`src/rtl/and_bist_pkg.sv`:
```
// Shared types and helpers for the and_gate self-test controller.
// Build option: AND_BIST_ABORT_ON_FAIL_EN (consumed by and_gate_bist_ctrl).
package and_bist_pkg;

    typedef enum logic [2:0] {
        IDLE,
        DRIVE,
        SETTLE,
        CHECK,
        DONE
    } bist_state_e;

    localparam int unsigned VEC_W   = 2;
    localparam int unsigned NUM_VEC = 4;
    localparam int unsigned CNT_W   = 8;
    localparam int unsigned ERR_W   = 4;

    localparam logic [VEC_W-1:0] LAST_VEC = VEC_W'(NUM_VEC - 1);
    localparam logic [ERR_W-1:0] ERR_MAX  = '1;

    // Expected gate output for vector {A,B} = vi.
    function automatic logic exp_and(input logic [VEC_W-1:0] vi);
        return vi[1] & vi[0];
    endfunction

endpackage

```
`src/rtl/and_gate_bist_ctrl_settle_timer.sv`:
```
// Loadable down-counter with a zero flag; times the per-vector settle window.
// Build option: none (AND_BIST_ABORT_ON_FAIL_EN does not affect this block).
module bist_settle_timer #(
    parameter int unsigned WIDTH = 8
) (
    input  logic             clk,
    input  logic             rst_n,
    input  logic             load_i,
    input  logic [WIDTH-1:0] load_val_i,
    input  logic             dec_i,
    output logic             zero_o
);

    logic [WIDTH-1:0] count_q;

    // Load has priority over decrement; the count never wraps below zero.
    always_ff @(posedge clk or negedge rst_n) begin
        if (!rst_n) begin
            count_q <= '0;
        end else if (load_i) begin
            count_q <= load_val_i;
        end else if (dec_i && (count_q != '0)) begin
            count_q <= count_q - 1'b1;
        end
    end

    assign zero_o = (count_q == '0);

endmodule

```
`src/rtl/and_gate_bist_ctrl.sv`:
```
// Self-test sequencer for the 2-input and_gate: sweeps {A,B} through 00..11,
// waits SETTLE_CYCLES per vector, checks C, and reports fail mask / error
// count / pass with a one-cycle done pulse.
// Build option: AND_BIST_ABORT_ON_FAIL_EN -- when defined, the first mismatch
// ends the sequence immediately.
module and_gate_bist_ctrl
    import and_bist_pkg::*;
#(
    parameter int unsigned SETTLE_CYCLES = 2,
    parameter int unsigned NUM_PASSES    = 1
) (
    input  logic       clk,
    input  logic       rst_n,
    input  logic       start,
    output logic       gate_a,
    output logic       gate_b,
    input  logic       gate_c,
    output logic       busy,
    output logic       done,
    output logic       pass,
    output logic [3:0] fail_mask,
    output logic [3:0] err_count
);

    localparam logic [CNT_W-1:0] SETTLE_LOAD = CNT_W'(SETTLE_CYCLES - 1);
    localparam logic [3:0]       LAST_PASS   = 4'(NUM_PASSES - 1);

    bist_state_e        state_q, state_d;
    logic [VEC_W-1:0]   vi_q, vi_d;
    logic [3:0]         pc_q, pc_d;
    logic [VEC_W-1:0]   gate_q, gate_d;
    logic [NUM_VEC-1:0] mask_q, mask_d;
    logic [ERR_W-1:0]   err_q, err_d;
    logic               pass_q, pass_d;

    logic tmr_load, tmr_dec, tmr_zero;
    logic mismatch, finish;

    bist_settle_timer #(
        .WIDTH (CNT_W)
    ) u_settle (
        .clk        (clk),
        .rst_n      (rst_n),
        .load_i     (tmr_load),
        .load_val_i (SETTLE_LOAD),
        .dec_i      (tmr_dec),
        .zero_o     (tmr_zero)
    );

    // State and result registers; reset aborts any sweep with no done pulse.
    always_ff @(posedge clk or negedge rst_n) begin
        if (!rst_n) begin
            state_q <= IDLE;
            vi_q    <= '0;
            pc_q    <= '0;
            gate_q  <= '0;
            mask_q  <= '0;
            err_q   <= '0;
            pass_q  <= 1'b0;
        end else begin
            state_q <= state_d;
            vi_q    <= vi_d;
            pc_q    <= pc_d;
            gate_q  <= gate_d;
            mask_q  <= mask_d;
            err_q   <= err_d;
            pass_q  <= pass_d;
        end
    end

    // Next-state logic: sweep vectors, accumulate mismatches, decide when to stop.
    always_comb begin
        state_d  = state_q;
        vi_d     = vi_q;
        pc_d     = pc_q;
        gate_d   = gate_q;
        mask_d   = mask_q;
        err_d    = err_q;
        pass_d   = pass_q;
        tmr_load = 1'b0;
        tmr_dec  = 1'b0;
        // X/Z on C must count as a failure, hence the case inequality.
        mismatch = (gate_c !== exp_and(vi_q));
        finish   = (vi_q == LAST_VEC) && (pc_q >= LAST_PASS);
`ifdef AND_BIST_ABORT_ON_FAIL_EN
        finish   = finish | mismatch;
`endif

        case (state_q)
            IDLE: begin
                if (start) begin
                    state_d = DRIVE;
                    vi_d    = '0;
                    pc_d    = '0;
                    mask_d  = '0;
                    err_d   = '0;
                    pass_d  = 1'b0;
                end
            end
            DRIVE: begin
                gate_d   = vi_q;
                tmr_load = 1'b1;
                state_d  = SETTLE;
            end
            SETTLE: begin
                if (tmr_zero) begin
                    state_d = CHECK;
                end else begin
                    tmr_dec = 1'b1;
                end
            end
            CHECK: begin
                if (mismatch) begin
                    mask_d[vi_q] = 1'b1;
                    if (err_q != ERR_MAX) begin
                        err_d = err_q + 1'b1;
                    end
                end
                // pass looks at mask_d so the final CHECK's result is included.
                if (finish) begin
                    state_d = DONE;
                    pass_d  = (mask_d == '0);
                    gate_d  = '0;
                end else if (vi_q != LAST_VEC) begin
                    vi_d    = vi_q + 1'b1;
                    state_d = DRIVE;
                end else begin
                    vi_d    = '0;
                    pc_d    = pc_q + 1'b1;
                    state_d = DRIVE;
                end
            end
            DONE: begin
                state_d = IDLE;
            end
            default: begin
                state_d = IDLE;
            end
        endcase
    end

    assign gate_a    = gate_q[1];
    assign gate_b    = gate_q[0];
    assign busy      = (state_q == DRIVE) || (state_q == SETTLE) || (state_q == CHECK);
    assign done      = (state_q == DONE);
    assign pass      = pass_q;
    assign fail_mask = mask_q;
    assign err_count = err_q;

endmodule

```
`config.mk`:
```
export PLATFORM = sky130hd
export DESIGN_NAME = and_gate_bist_ctrl
export DESIGN_NICKNAME = d
export VERILOG_FILES = /design/src/rtl/and_bist_pkg.sv /design/src/rtl/and_gate_bist_ctrl_settle_timer.sv /design/src/rtl/and_gate_bist_ctrl.sv
export SDC_FILE = /design/constraint.sdc
export NUM_CORES = 1
export LEC_CHECK = 0
export BUFFER_PORTS_ARGS = -buffer_cell sky130_fd_sc_hd__buf_2
export CAP_MARGIN = 0
export CORE_MARGIN = 1
export CORE_UTILIZATION = 55
export DETAILED_ROUTE_END_ITERATION = 6
export PLACE_DENSITY_LB_ADDON = 0.15
export SLEW_MARGIN = 30
export SYNTH_ARGS = -nofsm -noshare
export SYNTH_HDL_FRONTEND = slang
export SYNTH_SLANG_ARGS = --single-unit
```
`constraint.sdc`:
```
create_clock -name clk -period 2.4 [get_ports clk]
set_clock_uncertainty 0.15 [all_clocks]
set_input_delay 0.24 -clock clk [delete_from_list [all_inputs] [get_ports clk]]
set_output_delay 0.24 -clock clk [all_outputs]
set_load 0.005 [all_outputs]
```
==> metrics.txt, run 1 <==
GP Congestion 0.8308; leading cell type in the layout, fill and taps excluded dfrtp_1; largest net degree at the start of global routing 25; total number of vias 1090; Net Switching 0.0006893 W; core footprint 2212 sq um; RSZ-0062 raised after global routing false; flops & latches, synth 24; mux share of post-synthesis cell area 5.588%; vias in the first global route 1015; hold_buf cts 1; Comb power frac 47.0%; hpwl dp 1793 um; drt drc 0; final instance area 1459 sq um; Simple-Gate Fraction of Synth Area 23.41%; Max Freq 0.4662 GHz; Setup violations, final 0; H-Tree Depth 1; CP max stage delay 0.49 ns; Hold Violations, Final 0; layout cells sized above 1 16.77%; first-pass GRT wire length 4485 um; min cycle time layout 2.145 ns; n_diodes 0; Cell Area, Placed 1413 sq um; CTS buffer count 3; status finished clean; peak fanout along the critical path 8; Max Slew Vio Count 0; Clk pwr share 12.5%; Int Pwr 0.0009865 W; Net Sw Frac 41.13%; post-cts sizing count 0; die area 2560 sq um; Synth Area in Compound Gates 12.72%; Starting Density 58.71%; Worst Hold Class primary input to register; Total GRT Usage 23.73%; Final #Nets 168; CP delay by family, top compound AO/OA/AOI/OAI gates; Detail Route Antenna Nets 0; Skew-Pair Late Insertion Delay 0.31 ns; initial antenna violation count 0; aggregate routed wire length 2427 um; Post-synth top flop dfrtp_1; Post-Syn Area 1299 sq um; ys async rst share 100.0%; power density over cell area 1149 nW/um^2; Avg Vias per Cell 5.956; Critical Path Source Type register; crit path cell chain inv_1, ha_1, or3b_2, o21bai_1, o21ai_0, a21oi_1; Longest Clk Path Bufs 2; sequential share of power 40.6%; commonest cells after routing, fill and taps aside dfrtp_1 (24), nand2_1 (17), buf_2 (16); clk root buf clkbuf_4; clock-pin slew on the worst setup and hold paths 0.12 ns; largest vdd supply drop 619.5 uV; syn avg cell area 9.550 sq um; largest family of logic cells by synthesized area simple AND/OR/NAND/NOR gates; leakage 0.7253 nW; setup bufs post-CTS 0; fin crit share 89.38%; number of synthesized flops with an enable pin 0; Chip Height 50.60 um; relative slew slack 64.38%; IO Port Bufs 16; Crit path buffers/inverters 1; Reg2Reg Setup Slack 0.25 ns; Synth Instances 136; sequential element share of the synthesized area 46.24%; critical path class register to register; CTS tree yes; warnings from Yosys 0; die width 50.60 um; syn_nets 148; Synth Area in XOR/XNOR 1.349%; setup TNS 0 ns; Clock Sinks 24; WL/cell 13.26 um; row count 17; critical path's slowest cell or3b_2; top-level I/O count 17; Synth cell types 33; critical path data required time 2.50 ns; Worst-Margin Slew 0.5344 ns; starting DRC count in detailed routing 33; Layout area overhead 12.33%; grt total ovfl 0; Synth Area in Adders 7.707%; Crit. End Element register; Worst Path Arrival 2.25 ns; drt first pass iters 4; Max Cap Viol 0
[power groups by stage]
stage          Combinational [W]  Sequential, W  Clock (W)
3_3_place_gp            0.000755       0.000679          0
3_5_place_dp            0.000789       0.000685          0
6_report                0.000787       0.000680   0.000209
5_1_grt                 0.000917       0.000700   0.000234
4_1_cts                 0.000792       0.000676   0.000221
2_1_floorplan           0.000594       0.000649          0
[synth_stat cells, drive strengths merged (2+ instances only)]
library cell,instances,area share (%)
nand3,3,1.2
or3,4,1.9
dfrtp,24,46
nand2b,3,1.4
nand3b,2,1.2
nor3,4,1.5
or4,5,3.2
mux2,2,1.7
a21oi,7,2.7
clkbuf,3,0.87
nand2,17,4.9
inv,6,1.7
o31a,2,1.3
nor4,4,1.9
mux2i,5,3.9
and2,2,0.96
xnor2,2,1.3
nor2,14,4.0
o21ai,7,2.7
ha,8,7.7
[cells by family after synthesis]
kind of cell | after synthesis
AOI/OAI and AO/OA | 25
DFF | 24
and+or+nand+nor | 60
adders and majority gates | 8
buffers and inverters | 10
muxes | 7
xor gates and xnor gates | 2
[sequential cells by signal, summed over array words and instances (netlist names)]
name	count
u_settle.count_q	8
err_count	4
fail_mask	4
state_q	3
gate_q	2
vi_q	2
pass	1
[through the flow]
| step | worst slack (ns) | instances | util [%] | hold slack, ns | total power (W) |
|---|---|---|---|---|---|
| finish | 0.2549 | 183 | 65.95 | 0.1738 | 0.001676 |
| global route | 0.1155 | 183 | 65.95 | 0.1964 | 0.001852 |
| CTS | 0.3006 | 183 | 65.95 | 0.1598 | 0.001689 |
| detailed placement | 0.3115 | 178 | 63.86 | 0.1067 | 0.001474 |
| global placement | 0.3818 | 178 | 63.86 | 0.09563 | 0.001433 |
| floorplan | 0.4592 | 136 | - | -0.2056 | 0.001243 |
[routing by layer]
| layer | global-route usage, % | share of wire (%) |
|---|---|---|
| met3 | 4.242 | 3.3 |
| met1 | 31.58 | 48 |
| met5 | 0 | 0 |
| met2 | 36.67 | 46 |
| met4 | 12.50 | 2.2 |
[area by class of cell]
class                      instances  area (sq um)
timing repair buffer              19         105.1
multi-input combinational        102         659.4
tap                               28         35.03
fill                             180         753.2
clock buffer                       4         36.28
inverter                           6         22.52
sequential                        24         600.6
[final timing paths]
kind,end,from,depth (start not counted)
setup / recovery,u_settle.count_q[7]$_DFFE_PN0P_,u_settle.count_q[0]$_DFFE_PN0P_,6
hold / removal,fail_mask[2]$_DFFE_PN0P_,start,4
setup reg to reg,u_settle.count_q[7]$_DFFE_PN0P_,u_settle.count_q[0]$_DFFE_PN0P_,6
hold reg to reg,gate_q[1]$_DFFE_PN0P_,gate_q[1]$_DFFE_PN0P_,2
max in group asynchronous,pass$_DFFE_PN0P_,rst_n,2
min in group asynchronous,u_settle.count_q[4]$_DFFE_PN0P_,rst_n,2
[worst register-to-register path, cell delays in order, from the launching register on]
cell and delay [ns]:
dfrtp_1 0.40, inv_1 0.11, ha_1 0.16, or3b_2 0.49, o21bai_1 0.45, o21ai_0 0.18
a21oi_1 0.15
Power figures use the tool's default switching activity.
==> run 2: changes to the inputs <==
REMOVE_ABC_BUFFERS = 1   (was not set)
==> run 2 against run 1 <==
  * Sequential cell count did not move
  * Power decreased by 0.55%
  * Combinational power shrank 0.8%
  * Cell area grew 0.51%
  * Critical endpoint unchanged
==> metrics.txt, run 2 (synthesized netlist as in run 1, its figures left out) <==
status finished clean; first-pass GRT wire length 4202 um (-6.3%); clock-pin slew on the worst setup and hold paths 0.12 ns (about the same); GP Congestion 0.8277 (-0.37%); Detail Route Antenna Nets 0 (unchanged); Reg2Reg Setup Slack 0.29 ns (+0.04 ns); hold_buf cts 1 (unchanged); max reg flops 8 (unchanged); Setup violations, final 0 (unchanged); Starting Density 58.71% (unchanged); die width 50.60 um (unchanged); layout cells sized above 1 17.31% (+0.53 points); Skew-Pair Late Insertion Delay 0.31 ns (about the same); commonest cells after routing, fill and taps aside dfrtp_1 (24), nand2_1 (17), buf_2 (16); critical path class register to register; Hold Violations, Final 0 (unchanged); CP delay by family, top compound AO/OA/AOI/OAI gates; leakage 0.7308 nW (+0.75%); power density over cell area 1137 nW/um^2 (-1.1%); final instance area 1466 sq um (+0.51%); row count 17 (unchanged); RSZ-0062 raised after global routing false; Max Slew Vio Count 0 (unchanged); Clock Sinks 24 (unchanged); setup TNS 0 ns (unchanged); top-level I/O count 17 (unchanged); Chip Height 50.60 um (unchanged); core footprint 2212 sq um (unchanged); largest vdd supply drop 692.6 uV (+12%); total number of vias 1036 (-5.0%); CTS buffer count 3 (unchanged); relative slew slack 65.86% (+1.5 points); WHS Path Cells 4 (unchanged); clk root buf clkbuf_4; Crit path buffers/inverters 1 (unchanged); peak fanout along the critical path 8 (unchanged); Worst Path Arrival 2.21 ns (-0.04 ns); worst reg2reg path depth 6 (unchanged); setup bufs post-CTS 0 (unchanged); post-cts sizing count 0 (unchanged); starting DRC count in detailed routing 14 (-58%); initial antenna violation count 0 (unchanged); aggregate routed wire length 2370 um (-2.3%); vias in the first global route 919 (-9.5%); min cycle time layout 2.109 ns (-0.03621 ns); Crit. End Element register; Finished Core Util 66.29% (+0.34 points); Reg-to-Reg End u_settle.count_q[7]$_DFFE_PN0P_; n_diodes 0 (unchanged); largest net degree at the start of global routing 25 (unchanged); Worst-Margin Slew 0.5120 ns (-0.02233 ns); die area 2560 sq um (unchanged); WL/cell 12.88 um (-2.9%); Final #Nets 169 (+0.60%); drt drc 0 (unchanged); critical path data required time 2.50 ns (about the same); Layout area overhead 12.91%; Endpoint, Worst Hold fail_mask[3]$_DFFE_PN0P_; Max Cap Viol 0 (unchanged); Critical Path Source Type register; Crit Reg-Reg Startpoint u_settle.count_q[0]$_DFFE_PN0P_; fin crit share 87.87% (-1.5 points); Total GRT Usage 21.83% (-1.9 points); hold_sp start; Largest Register u_settle.count_q; leading cell type in the layout, fill and taps excluded dfrtp_1; IO Port Bufs 16 (unchanged); Avg Vias per Cell 5.630 (-5.5%); grt total ovfl 0 (unchanged); Max Freq 0.4742 GHz (+1.7%); Longest Clk Path Bufs 2 (unchanged); H-Tree Depth 1 (unchanged); Cell Area, Placed 1420 sq um (+0.53%); hpwl dp 1800 um (+0.39%); drt first pass iters 4 (unchanged); Worst Hold Class primary input to register; critical path's slowest cell or3b_2; CTS tree yes; FILL cells 205 (+14%); CP max stage delay 0.49 ns (about the same); crit path cell chain inv_1, ha_1, or3b_2, o21bai_1, o21ai_0, a21oi_1
run 2: cell count changes in the layout (fill, tap and decap cells not counted), sizes merged:
cell | previous run | this run
buf | 18 | 19
run 2: report_power, final:
group | switching (W) | total (W) | internal [W] | leakage [nW]
clock network | 0.000116 | 0.000209 | 0.0000927 | 0.0210
registers | 0.000138 | 0.000677 | 0.000539 | 0.316
logic | 0.000428 | 0.000781 | 0.000353 | 0.393
total | 0.000682 | 0.00167 | 0.000984 | 0.731
run 2: worst max-delay path by stage:
stage / start / endpoint / slack, ns / cells after the start
after floorplan: state_q[0]$_DFFE_PN0P_ / u_settle.count_q[7]$_DFFE_PN0P_ / 0.34 / 4
after global placement: u_settle.count_q[0]$_DFFE_PN0P_ / u_settle.count_q[4]$_DFFE_PN0P_ / 0.38 / 6
after detailed placement: u_settle.count_q[0]$_DFFE_PN0P_ / u_settle.count_q[7]$_DFFE_PN0P_ / 0.32 / 6
after CTS: u_settle.count_q[0]$_DFFE_PN0P_ / u_settle.count_q[7]$_DFFE_PN0P_ / 0.31 / 6
after global routing: u_settle.count_q[0]$_DFFE_PN0P_ / u_settle.count_q[7]$_DFFE_PN0P_ / 0.12 / 6
final: u_settle.count_q[0]$_DFFE_PN0P_ / u_settle.count_q[7]$_DFFE_PN0P_ / 0.29 / 6
run 2: layer usage:
metal,global-route usage [%],wire (um)
met3,3.636,47
met4,6.944,29
met2,35.33,1119
met1,29.80,1173
met5,0,0
run 2: through the flow:
step	hold slack (ns)	setup WS (ns)	power (W)	instances
after floorplan	-0.2056	0.3436	0.001227	132
after global placement	0.09236	0.3766	0.001434	179
after detailed placement	0.1011	0.3247	0.001469	179
after CTS	0.1599	0.3144	0.001677	184
after global routing	0.2123	0.1201	0.001832	184
final	0.1577	0.2912	0.001667	184
run 2: worst reg2reg max path, delay by kind of cell, from the launching register on:
kind            cells  cell delay [ns]
compound gates      3             0.75
simple gates        1             0.49
flops               1             0.39
fa+ha+maj           1             0.15
buf+inv             1             0.11
run 2: final cells by class:
cell class | instances | area (sq um) | share of cell area, %
timing repair buffer | 20 | 112.6 | 7.679
tap | 28 | 35.03 | 2.389
clock buffer | 4 | 36.28 | 2.474
multi-input combinational | 102 | 659.4 | 44.97
inverter | 6 | 22.52 | 1.536
sequential | 24 | 600.6 | 40.96
